## config.mk

```make
export PLATFORM = sky130hd
export DESIGN_NAME = obi_rmw_sram_responder
export DESIGN_NICKNAME = d
export VERILOG_FILES = /design/src/rtl/core_v_mini_mcu_pkg.sv /design/src/rtl/obi_pkg.sv /design/src/rtl/obi_byte_merge.sv /design/src/rtl/obi_rmw_sram_responder.sv
export SDC_FILE = /design/constraint.sdc
export NUM_CORES = 1
export LEC_CHECK = 0
export BUFFER_PORTS_ARGS = -buffer_cell sky130_fd_sc_hd__buf_2
export CORE_MARGIN = 10
export CORE_UTILIZATION = 30
export DETAILED_ROUTE_END_ITERATION = 10
export GPL_ROUTABILITY_DRIVEN = 0
export HOLD_SLACK_MARGIN = 0.15
export PLACE_DENSITY = 0.91
export SLEW_MARGIN = 20
export SYNTH_ARGS = -nofsm -noshare
export SYNTH_HDL_FRONTEND = slang
export SYNTH_SLANG_ARGS = --single-unit
```

## constraint.sdc

```tcl
create_clock -name clk_i -period 3.5 [get_ports clk_i]
set_clock_uncertainty 0.2 [all_clocks]
set_input_delay 0.525 -clock clk_i [delete_from_list [all_inputs] [get_ports clk_i]]
set_output_delay 0.525 -clock clk_i [all_outputs]
set_load 0.05 [all_outputs]
```

## src/rtl/core_v_mini_mcu_pkg.sv

```systemverilog
// MCU-level shared definitions: response data selection and default error pattern.
package core_v_mini_mcu_pkg;

  // Which source drives rdata in the cycle rvalid is high.
  typedef enum logic [1:0] {
    RSP_READ = 2'd0,
    RSP_ZERO = 2'd1,
    RSP_ERR  = 2'd2
  } rsp_sel_e;

  localparam logic [31:0] OBI_ERR_RDATA = 32'hBADC_AB1E;

  // True when some but not all byte lanes are enabled.
  function automatic logic be_is_partial(input logic [3:0] be);
    return (be != 4'h0) && (be != 4'hF);
  endfunction

endpackage

```

## src/rtl/obi_pkg.sv

```systemverilog
// OBI bus request/response types shared by initiators, crossbar and responders.
package obi_pkg;

  typedef struct packed {
    logic        req;
    logic        we;
    logic [3:0]  be;
    logic [31:0] addr;
    logic [31:0] wdata;
  } obi_req_t;

  typedef struct packed {
    logic        gnt;
    logic        rvalid;
    logic [31:0] rdata;
  } obi_resp_t;

endpackage

```

## src/rtl/obi_byte_merge.sv

```systemverilog
// Combinational byte-lane merge: enabled lanes take new data, the rest keep old data.
module obi_byte_merge (
  input  logic [3:0]  be,
  input  logic [31:0] wdata,
  input  logic [31:0] rdata,
  output logic [31:0] merged
);

  for (genvar k = 0; k < 4; k++) begin : g_lane
    assign merged[8*k +: 8] = be[k] ? wdata[8*k +: 8] : rdata[8*k +: 8];
  end

endmodule

```

## src/rtl/obi_rmw_sram_responder.sv

```systemverilog
// OBI responder for a word-write-only SRAM; partial-byte writes become read-modify-write.
// Valid/ready: a transaction is accepted in the cycle req && gnt; its single rvalid follows one cycle later, with no backpressure and at most one outstanding.
module obi_rmw_sram_responder
  import obi_pkg::*;
  import core_v_mini_mcu_pkg::*;
#(
  parameter int unsigned NUM_WORDS = 8192,
  parameter logic [31:0] BASE_ADDR = 32'h0000_0000,
  parameter logic [31:0] ERR_RDATA = OBI_ERR_RDATA
) (
  input  logic                         clk_i,
  input  logic                         rst_i,
  input  obi_req_t                     req_i,
  output obi_resp_t                    resp_o,
  output logic                         mem_req_o,
  output logic                         mem_we_o,
  output logic [$clog2(NUM_WORDS)-1:0] mem_addr_o,
  output logic [31:0]                  mem_wdata_o,
  input  logic [31:0]                  mem_rdata_i,
  output logic                         rmw_busy_o
);

  localparam int unsigned AW   = $clog2(NUM_WORDS);
  localparam logic [32:0] SPAN = 33'(NUM_WORDS) << 2;

  typedef enum logic {
    IDLE     = 1'b0,
    RMW_WAIT = 1'b1
  } state_e;

  state_e      state_q, state_d;
  rsp_sel_e    sel_q, sel_d;
  logic        rvalid_q;
  logic        gnt;
  logic        mem_req;
  logic        mem_we;
  logic        rmw_busy;
  logic [31:0] offset;
  logic        in_range;
  logic [AW-1:0] idx;
  logic [31:0] merged;
  logic [31:0] rdata_mux;

  // Wrap-around subtraction also rejects addresses below BASE_ADDR.
  assign offset   = req_i.addr - BASE_ADDR;
  assign in_range = ({1'b0, offset} < SPAN);
  assign idx      = req_i.addr[2 +: AW];

  obi_byte_merge u_merge (
    .be     (req_i.be),
    .wdata  (req_i.wdata),
    .rdata  (mem_rdata_i),
    .merged (merged)
  );

  always_comb begin
    state_d     = state_q;
    sel_d       = RSP_ZERO;
    gnt         = 1'b0;
    mem_req     = 1'b0;
    mem_we      = 1'b0;
    mem_wdata_o = req_i.wdata;
    rmw_busy    = 1'b0;
    unique case (state_q)
      IDLE: begin
        if (req_i.req) begin
          if (!in_range) begin
            gnt   = 1'b1;
            sel_d = req_i.we ? RSP_ZERO : RSP_ERR;
          end else if (!req_i.we) begin
            gnt     = 1'b1;
            mem_req = 1'b1;
            sel_d   = RSP_READ;
          end else if (req_i.be == 4'hF) begin
            gnt     = 1'b1;
            mem_req = 1'b1;
            mem_we  = 1'b1;
          end else if (!be_is_partial(req_i.be)) begin
            gnt = 1'b1;
          end else begin
            // Fetch the old word now; grant once the merged word is written.
            mem_req = 1'b1;
            state_d = RMW_WAIT;
          end
        end
      end
      RMW_WAIT: begin
        gnt         = 1'b1;
        mem_req     = 1'b1;
        mem_we      = 1'b1;
        mem_wdata_o = merged;
        rmw_busy    = 1'b1;
        state_d     = IDLE;
      end
      default: state_d = IDLE;
    endcase
    if (rst_i) begin
      gnt      = 1'b0;
      mem_req  = 1'b0;
      mem_we   = 1'b0;
      rmw_busy = 1'b0;
    end
  end

  always_ff @(posedge clk_i or posedge rst_i) begin
    if (rst_i) begin
      state_q  <= IDLE;
      rvalid_q <= 1'b0;
      sel_q    <= RSP_ZERO;
    end else begin
      state_q  <= state_d;
      rvalid_q <= gnt;
      if (gnt) sel_q <= sel_d;
    end
  end

  always_comb begin
    rdata_mux = 32'h0;
    unique case (sel_q)
      RSP_READ: rdata_mux = mem_rdata_i;
      RSP_ERR:  rdata_mux = ERR_RDATA;
      default:  rdata_mux = 32'h0;
    endcase
  end

  assign resp_o.gnt    = gnt;
  assign resp_o.rvalid = rvalid_q;
  assign resp_o.rdata  = rvalid_q ? rdata_mux : 32'h0;
  assign mem_req_o     = mem_req;
  assign mem_we_o      = mem_we;
  assign mem_addr_o    = idx;
  assign rmw_busy_o    = rmw_busy;

  // The second RMW cycle depends on the initiator still presenting its request.
  a_rmw_req_held: assert property (
    @(posedge clk_i) disable iff (rst_i) (state_q == RMW_WAIT) |-> req_i.req
  );

endmodule

```

Yosys cells after proc, flatten, opt, wreduce, memory -nomap -nowiden
Index checks and enable logic that the tools add are counted.

Bits in registers: 4. Input port bits: 104. Output and inout bits: 82. Logic and storage cells: 50.

Order comparisons: 1. Equal/unequal tests: 3. Mux-type cells: 39. Bitwise gates (word level): 1. Reduce and logical (&&, ||, !) cells: 3.

Operators by type and width (count): 2-to-1 mux 32 bit (2); one-hot mux 32 bit (2 select lines) (1); < comparator 32 x 16 -> 1 bit (second input constant) (1); 2-to-1 mux 8 bit (4); 2-to-1 mux 1 bit (24); 2-to-1 mux 2 bit (4); one-hot mux 1 bit (2 select lines) (4); == test 4 bit (second input constant) (1); != test 4 bit (second input constant) (1); nonzero test 4 bit (1); == test 2 bit (second input constant) (1); zero test 2 bit (1); logical AND 1 bit (1); inverter 1 bit (1).

Logic depth before layout (Yosys ltp)
Gate-level depths: netlist (run 1).

Depth after elaboration: 9. Depth in mapped cells: 5.

By module
Synthesis (run 1) repeated with hierarchy kept, for this count alone.

Cells, all modules: 178. Area, all modules: 1589.0 sq um.

Modules (own cells, without submodules): obi_rmw_sram_responder (times used 1, cells each 142, area an instance 1063.5 sq um, seq. area each 101.3 sq um); obi_byte_merge (times used 1, cells each 36, area an instance 525.5 sq um, seq. area each 0.0 sq um).

Least setup slack after synthesis (run 1)
OpenSTA, ideal clock, no wires.

Kind: input port to output port. Start: in rst_i. End: out mem_req_o. Arrival time: 1.868 ns. Required time: 2.775 ns. Setup slack: 0.907 ns. Cell stages on the path: 2. Buffers on the path: 0. Path through: nor2b_1 > a31o_1.

Word-level cells in the longest chain between the ends: 1.

Ends and longest elaborated chain: start, declared (RTL line obi_rmw_sram_responder.sv:12) `input logic rst_i,`; 2-to-1 mux 1 bit (RTL line obi_rmw_sram_responder.sv:97) `if (rst_i) begin`; end, declared (RTL line obi_rmw_sram_responder.sv:15) `output logic mem_req_o,`.

Every way passes these cells.

==> reports/qor.yml, run 1 <==
drtIter0Drc: 40
endpoint_kind: "output port"
instances_no_fill: 332
r2r_slack_ns: 2.14
status: "completed"
area_growth_pct: 68.08
seq_area_um2: 101.3
syn_area_um2: 1090
synth_cell_types: 25
synth_seq_area_share_pct: 9.300
cts_max_level: 1
relSlewSlack_pct: 42.79
hp-start: "sel_q[0]$_DFFE_PP1P_"
die_area_um2: 6443
die_h_um: 80.27
nets: 391
timing.rr.end: "sel_q[1]$_DFFE_PP0P_"
die_w_um: 80.27
power_density_nw_per_um2: 221.5
synth_nets: 250
worstPathArrival_ns: 2.09
hold_depth: 2
final_cell_mix: "buf_2, nor2_1, mux2_2"
multiInputGateArea_um2: 824.5
drt-total-wl_mm: 5.855
period_minus_slack_ns: 2.820
diodes: 0
tightest_slew_ns: 0.8550
met3_usage_pct: 5.902
finalMaxSlewViolations: 0
pin_count: 186
finalSetupViolCount: 0
max_freq_mhz: 354.6
wl_per_cell_um: 17.64
numCtsBuffers: 3
clock_tree.root_cell: "clkbuf_4"
min_path_type: "reg -> reg"
r2r_cells: 3
drive_gt1_share_pct: 69.93
hold_path_end: "sel_q[0]$_DFFE_PP1P_"
vias: 1603
peakVddDrop_uv: 145.3
use_met1_pct: 15.90
maxCapViolations: 0
grt_pass1_wl_mm: 8.493
syn_avg_cell_area_um2: 7.464
grt_util_met2_pct: 31.30
post-route-util_pct: 53.63
fill_cells: 334
detail-route-antenna-nets: 0
p_leak_uw: 0.001072
via_per_inst: 4.828
final_common_cell: "buf_2"
fin_hold_ws_ns: 0.3362
critical_path.max_fanout: 20
start_util_pct: 31.90
rsz0062_at_grt: "no"
path_class: "reg -> out"
final_hold_viol_count: 0
rows: 21
core_area_um2: 3416
dpl.hpwl_mm: 5.148
first_pass_iters: 4
cts_setup_buffers: 0
fin_tns_setup_ns: 0
drc: 0
grt_pass1_vias: 1642
grt.busiest_layer: "met2"
finalCritPeriodShare_pct: 80.57
cts.sinks: 4
synthCells: 146
grt_max_degree: 21
clk_pin_slew_ns: 0.03
cts_tree: "done"
power.total_uw: 405.8
critical_path_required_ns: 2.77
ys_warn_count: 0
ys_ff_latch: 4
antenna_found_initial: 0
gr-total-overflow: 0
worstReg2RegStart: "state_q$_DFF_PP0_"
clock_latency_ns: 0.25
cp-start-kind: "register"
grt_usage_pct: 16.17
clk_path_buf_depth: 2
placed_cells: 327
io_buffers: 157
repair_timing:
item / 4_1_cts / 5_1_grt
hold endpoints to repair: 3 / 0
hold buffers: 1 / 0
gates resized for setup: 0 / 0
logic make-up after synthesis:
family                 after synthesis  share of synthesized area (%)
buffers and inverters               27                          15.04
AO/OA/AOI/OAI                        5                          3.444
AND/OR/NAND/NOR                     78                          39.15
multiplexers                        32                          33.07
flip-flops                           4                          9.300
synth_stat cells:
| cell type | n | share of area, % |
|---|---|---|
| mux2_2 | 32 | 33 |
| nor4_1 | 1 | 0.57 |
| nand2b_1 | 6 | 3.4 |
| a41o_1 | 1 | 0.92 |
| a21oi_1 | 1 | 0.46 |
| nor4b_1 | 2 | 1.6 |
| dfrtp_1 | 3 | 6.9 |
| buf_4 | 15 | 10 |
| a31o_1 | 1 | 0.80 |
| nor4_2 | 3 | 3.4 |
| nand2_1 | 1 | 0.34 |
| clkbuf_1 | 4 | 1.4 |
| o21ai_1 | 1 | 0.46 |
| and2_1 | 13 | 7.5 |
| dfstp_2 | 1 | 2.4 |
| or4_4 | 1 | 1.0 |
| and2b_1 | 1 | 0.69 |
| inv_1 | 3 | 1.0 |
| buf_2 | 5 | 2.3 |
| nor2_1 | 41 | 14 |
| o2bb2ai_1 | 1 | 0.80 |
| nor3_1 | 1 | 0.46 |
| nor2b_1 | 2 | 1.1 |
| nor4_4 | 1 | 2.0 |
| nand4_1 | 5 | 2.9 |
how the worst max path moves through the flow:
stage                              start    endpoint
floorplan                          rst_i   mem_req_o
global route        sel_q[0]$_DFFE_PP1P_   resp_o[7]
finish              sel_q[0]$_DFFE_PP1P_  resp_o[24]
CTS                 sel_q[0]$_DFFE_PP1P_  resp_o[21]
detailed placement             req_i[54]    mem_we_o
global placement               req_i[54]    mem_we_o
state kept, by name, summed over array words and instances, names as in the netlist:
| name | count |
|---|---|
| state_q | 1 |
| rvalid_q | 1 |
| sel_q | 2 |
critical path, cell delays in order (launching register included):
cell	delay, ns
dfstp_2	0.36
nand2b_1	0.12
buf_4	0.20
nor2_1	0.67
and2_1	0.23
buf_2	0.27
power breakdown:
part           switching (µW)  total, µW  internal [µW]
clock network            21.6       64.5           42.9
logic                     198        289           90.6
registers                1.57       52.6           51.1
total                     221        406            185
metrics by stage:
stage / setup WS [ns] / instance area [µm²]
floorplan: 0.9066 / 1090
global placement: 0.9391 / 1795
detailed placement: 0.9171 / 1795
CTS: 0.6655 / 1832
global route: 0.5188 / 1832
finish: 0.6802 / 1832
layout make-up:
type	count	area share, %
Timing Repair Buffer	160	44.26
Inverter	3	0.6148
Sequential cell	4	5.533
Tap cell	46	3.142
Multi-Input combinational cell	115	45.01
Clock buffer	4	1.434
layer usage:
metal / vias up / routed length [µm]
met5: - / 0
met4: 0 / 67
met3: 6 / 676
met2: 108 / 3098
met1: 727 / 2012
li1: 762 / -
Power figures use the tool's default switching activity.
==> run 2: changes to the inputs <==
--- a/config.mk
+++ b/config.mk
@@ -7,11 +7,11 @@
 export LEC_CHECK = 0
 export BUFFER_PORTS_ARGS = -buffer_cell sky130_fd_sc_hd__buf_2
 export CORE_MARGIN = 10
-export CORE_UTILIZATION = 30
+export CORE_UTILIZATION = 28
 export DETAILED_ROUTE_END_ITERATION = 10
 export GPL_ROUTABILITY_DRIVEN = 0
 export HOLD_SLACK_MARGIN = 0.15
-export PLACE_DENSITY = 0.91
+export PLACE_DENSITY = 0.86
 export SLEW_MARGIN = 20
 export SYNTH_ARGS = -nofsm -noshare
 export SYNTH_HDL_FRONTEND = slang
==> constraint.sdc (replaced) <==
create_clock -name clk_i -period 2.67 [get_ports clk_i]
set_clock_uncertainty 0.2 [all_clocks]
set_input_delay 0.4005 -clock clk_i [delete_from_list [all_inputs] [get_ports clk_i]]
set_output_delay 0.4005 -clock clk_i [all_outputs]
set_load 0.05 [all_outputs]
==> run 2 against run 1 <==
Compared with the run above:
- routed wire length grew 5.0%
- non-clock buffer count grew 1
- highest routed layer is now met5
- flip-flop and latch count is the same
- first-iteration DRC count shrank 2.5%
- global-route usage shrank 0.32 points
==> reports/qor.yml, run 2 (synthesized netlist as in run 1, its figures left out) <==
slowest_delay_ns: 0.53
numCtsBuffers: 3
cts_tree: "done"
rows: 22
r2r_cells: 3
regMostFlops: "sel_q"
worstReg2RegStart: "state_q$_DFF_PP0_"
slowest_stage: "dlygate4sd3_1"
r2r_slack_ns: 1.29
holdBufCountCts: 1
rsz0062_at_grt: "no"
critPathLaunch: "rst_i"
cp-start-kind: "input pin"
hp-start: "req_i[47]"
period_minus_slack_ns: 2.448
drtIter0Drc: 39
start_util_pct: 29.33
maxCapViolations: 0
top_regs: "sel_q (2), rvalid_q (1), state_q (1)"
critical_path_required_ns: 2.07
cpMostUsedCell: "buf_2"
drt-total-wl_mm: 6.146
via_per_inst: 4.705
timing.rr.end: "sel_q[1]$_DFFE_PP0P_"
relSlewSlack_pct: 70.79
finalCritPeriodShare_pct: 91.70
cts.sinks: 4
clock_latency_ns: 0.22
hold_depth: 4
area_growth_pct: 72.33
ctsResizeCount: 0
finalMaxSlewViolations: 0
first_pass_iters: 4
path_buf_inv: 3
path_class: "in -> out"
fin_tns_setup_ns: 0
placed_cells: 330
max_freq_mhz: 408.4
grt_pass1_vias: 1651
dpl.hpwl_mm: 5.425
pin_count: 186
die_h_um: 82.39
worstPathCellList: "dlygate4sd3_1, buf_2, nor2b_1, nand2b_1, buf_2"
finalSetupViolCount: 0
endpoint_kind: "output port"
die_area_um2: 6787
cts_setup_buffers: 0
detail-route-antenna-nets: 0
largest_reg_flops: 2
p_leak_uw: 0.001088
io_buffers: 157
core_area_um2: 3716
gr-total-overflow: 0
vias: 1581
hold_path_end: "state_q$_DFF_PP0_"
clock_tree.root_cell: "clkbuf_8"
status: "completed"
fin_hold_ws_ns: 0.2551
wl_per_cell_um: 18.29
antenna_found_initial: 2
min_path_type: "in -> reg"
critical_path.top_delay_family: "buffers and inverters"
drive_gt1_share_pct: 70.03
clk_path_buf_depth: 2
critical_path.max_fanout: 6
worstPathArrival_ns: 1.85
power_density_nw_per_um2: 312.5
drc: 0
peakVddDrop_uv: 255.6
final_hold_viol_count: 0
tightest_slew_ns: 0.4381
grt_pass1_wl_mm: 8.431
final_common_cell: "buf_2"
grt_usage_pct: 15.84
final_cell_mix: "buf_2, nor2_1, mux2_2"
cts_max_level: 1
instances_no_fill: 336
die_w_um: 82.39
grt_max_degree: 21
nets: 392
clk_pin_slew_ns: 0.04
run 2: cell types whose count changed in the layout (fill, tap and decap cells not counted):
cell	change
buf_12	+1
buf_2	-1
buf_4	+1
clkbuf_4	-3
clkbuf_8	+3
diode_2	+1
run 2: worst reg2reg max path: stages, from the launching register on:
cell and delay (ns):
dfrtp_1 0.43, nor2b_1 0.38, nor2b_1 0.10, o2bb2ai_1 0.14
run 2: worst max path at each step:
stage | slack (ns) | end | cells after the start
2_1_floorplan | 0.28 | mem_req_o | 2
3_3_place_gp | 0.36 | mem_we_o | 6
3_5_place_dp | 0.36 | mem_we_o | 6
4_1_cts | 0.23 | resp_o[33] | 5
5_1_grt | 0.14 | resp_o[33] | 5
6_report | 0.22 | resp_o[33] | 5
run 2: metal layers:
metal / routed length [µm] / vias up / track usage (%)
met5: 20 / - / 0
met4: 112 / 2 / 4.422
met1: 1965 / 702 / 14.93
met2: 3173 / 97 / 31.03
li1: - / 770 / -
met3: 873 / 10 / 5.832
run 2: cell type report:
| class | instances | area [µm²] |
|---|---|---|
| fill | 376 | 1838 |
| timing repair buffer | 161 | 833.3 |
| multi-input combinational | 115 | 824.5 |
| sequential | 4 | 101.3 |
| tap | 48 | 60.06 |
| clock buffer | 4 | 45.04 |
| inverter | 3 | 11.26 |
| antenna | 1 | 2.502 |
run 2: report_power, final:
part	internal (µW)	switching [µW]
clock network	102	32.5
logic	121	262
registers	67.1	2.38
total	290	297
run 2: stage by stage:
stage / util [%] / setup slack, ns / total power [µW] / instance area [µm²]
6_report: 50.54 / 0.2216 / 586.9 / 1878
5_1_grt: 50.54 / 0.1417 / 618.4 / 1878
4_1_cts: 50.47 / 0.2315 / 594.0 / 1876
3_5_place_dp: 48.99 / 0.3567 / 453.7 / 1821
3_3_place_gp: 48.99 / 0.3608 / 446.1 / 1821
2_1_floorplan: - / 0.2768 / 368.3 / 1090
==> run 3: changes to the inputs <==
--- a/config.mk
+++ b/config.mk
@@ -8,6 +8,7 @@
 export BUFFER_PORTS_ARGS = -buffer_cell sky130_fd_sc_hd__buf_2
 export CORE_MARGIN = 10
 export CORE_UTILIZATION = 28
+export CTS_CLUSTER_SIZE = 40
 export DETAILED_ROUTE_END_ITERATION = 10
 export GPL_ROUTABILITY_DRIVEN = 0
 export HOLD_SLACK_MARGIN = 0.15
==> constraint.sdc (replaced) <==
create_clock -name clk_i -period 2.35 [get_ports clk_i]
set_clock_uncertainty 0.2 [all_clocks]
set_input_delay 0.3525 -clock clk_i [delete_from_list [all_inputs] [get_ports clk_i]]
set_output_delay 0.3525 -clock clk_i [all_outputs]
set_load 0.05 [all_outputs]
==> run 3 against run 2 <==
Compared with the run above:
- core utilization grew 0.27 points
- flip-flop and latch count is the same
- register-to-register slack lost 0.31 ns
- cell count is the same
- combinational power grew 13%
- sequential power grew 14%
- non-clock buffer count grew 1
- critical path depth grew 1
- cell area grew 0.53%
- total power grew 14%
- critical path type unchanged
- largest power group unchanged
==> reports/qor.yml, run 3 (synthesized netlist as in run 1, its figures left out) <==
finalSetupViolCount: 0
critical_path_required_ns: 1.80
fin_hold_ws_ns: 0.1966
start_util_pct: 29.33
die_h_um: 82.39
endpoint_kind: "output port"
clk_pin_slew_ns: 0.04
r2r_slack_ns: 0.98
grt_max_degree: 21
grt_pass1_wl_mm: 8.514
regMostFlops: "sel_q"
r2r_cells: 3
final_hold_viol_count: 0
detail-route-antenna-nets: 0
core_area_um2: 3716
p_leak_uw: 0.001092
status: "completed"
clock_tree.root_cell: "clkbuf_8"
timing.rr.end: "sel_q[1]$_DFFE_PP0P_"
wl_per_cell_um: 18.18
grt_pass1_vias: 1677
period_minus_slack_ns: 2.202
numCtsBuffers: 3
hold_depth: 4
gr-total-overflow: 0
dpl.hpwl_mm: 5.372
cts_tree: "done"
io_buffers: 157
drt-total-wl_mm: 6.110
hp-start: "req_i[47]"
cts.sinks: 4
worstReg2RegStart: "state_q$_DFF_PP0_"
power_density_nw_per_um2: 354.5
final_common_cell: "buf_2"
cp-start-kind: "input pin"
path_class: "in -> out"
vias: 1605
grt_usage_pct: 15.89
die_w_um: 82.39
clk_path_buf_depth: 2
finalMaxSlewViolations: 0
placed_cells: 330
min_path_type: "in -> reg"
maxCapViolations: 0
clock_latency_ns: 0.22
peakVddDrop_uv: 290.9
final_cell_mix: "buf_2, nor2_1, mux2_2"
top_regs: "sel_q (2), rvalid_q (1), state_q (1)"
largest_reg_flops: 2
worstPathArrival_ns: 1.65
area_growth_pct: 73.25
preCtsSetupSlack_ns: 0.1197
power.total_uw: 669.3
rows: 22
antenna_found_initial: 1
hold_path_end: "state_q$_DFF_PP0_"
layout_setup_ws_ns: 0.1480
first_pass_iters: 4
max_freq_mhz: 454.1
critical_path.max_fanout: 3
tightest_slew_ns: 0.4188
die_area_um2: 6787
cts_max_level: 1
drc: 0
pin_count: 186
fill_cells: 375
drtIter0Drc: 34
relSlewSlack_pct: 72.08
diodes: 0
drive_gt1_share_pct: 70.14
via_per_inst: 4.777
instances_no_fill: 336
finalCritPeriodShare_pct: 93.70
nets: 393
run 3: power by group:
part,total (µW),internal (µW),leakage (µW),switching (µW)
clock,158,116,0.0000228,41.4
combinational,433,138,0.00102,295
sequential,78.9,76.2,0.0000498,2.68
total,669,330,0.00109,339
run 3: final cells by class:
| class | count | area [µm²] | area share [%] |
|---|---|---|---|
| repair buffers | 162 | 845.8 | 44.80 |
| flip-flops and latches | 4 | 101.3 | 5.368 |
| clock buffers | 4 | 45.04 | 2.386 |
| multi-input cells | 115 | 824.5 | 43.67 |
| inverters | 3 | 11.26 | 0.5964 |
| well taps | 48 | 60.06 | 3.181 |
run 3: layer usage:
layer,vias to the layer above,part of all wire [%],global-route usage (%)
li1,770,-,-
met1,710,31,15.05
met2,112,53,31.49
met3,11,14,6.156
met4,2,0.83,2.891
met5,-,0.21,0
run 3: timing repair:
item                       CTS  global route
hold buffers                 1             0
hold endpoints to repair     4             0
resized for setup            0             2
setup endpoints to repair    0             2
setup buffers                0             1
run 3: worst max-delay path by stage:
| stage | startpoint | endpoint | slack [ns] | cells past startpoint |
|---|---|---|---|---|
| finish | req_i[62] | mem_we_o | 0.15 | 6 |
| global route | req_i[58] | mem_req_o | -0.009 | 6 |
| CTS | req_i[58] | mem_we_o | 0.11 | 6 |
| detailed placement | req_i[58] | mem_we_o | 0.12 | 6 |
| global placement | req_i[58] | mem_we_o | 0.14 | 6 |
| floorplan | state_q$_DFF_PP0_ | mem_req_o | 0.005 | 2 |
run 3: per-stage QoR:
stage | utilization [%] | area (µm²) | TNS, ns
2_1_floorplan | - | 1090 | 0
3_3_place_gp | 48.99 | 1821 | 0
3_5_place_dp | 48.99 | 1821 | 0
4_1_cts | 50.47 | 1876 | 0
5_1_grt | 50.81 | 1888 | -0.01393
6_report | 50.81 | 1888 | 0
run 3: worst max-delay path, stage by stage:
cell and delay (ns):
buf_2 0.10, nor4_2 0.30, nand4_1 0.23, nor4_4 0.24, a41o_1 0.20, clkbuf_4 0.22
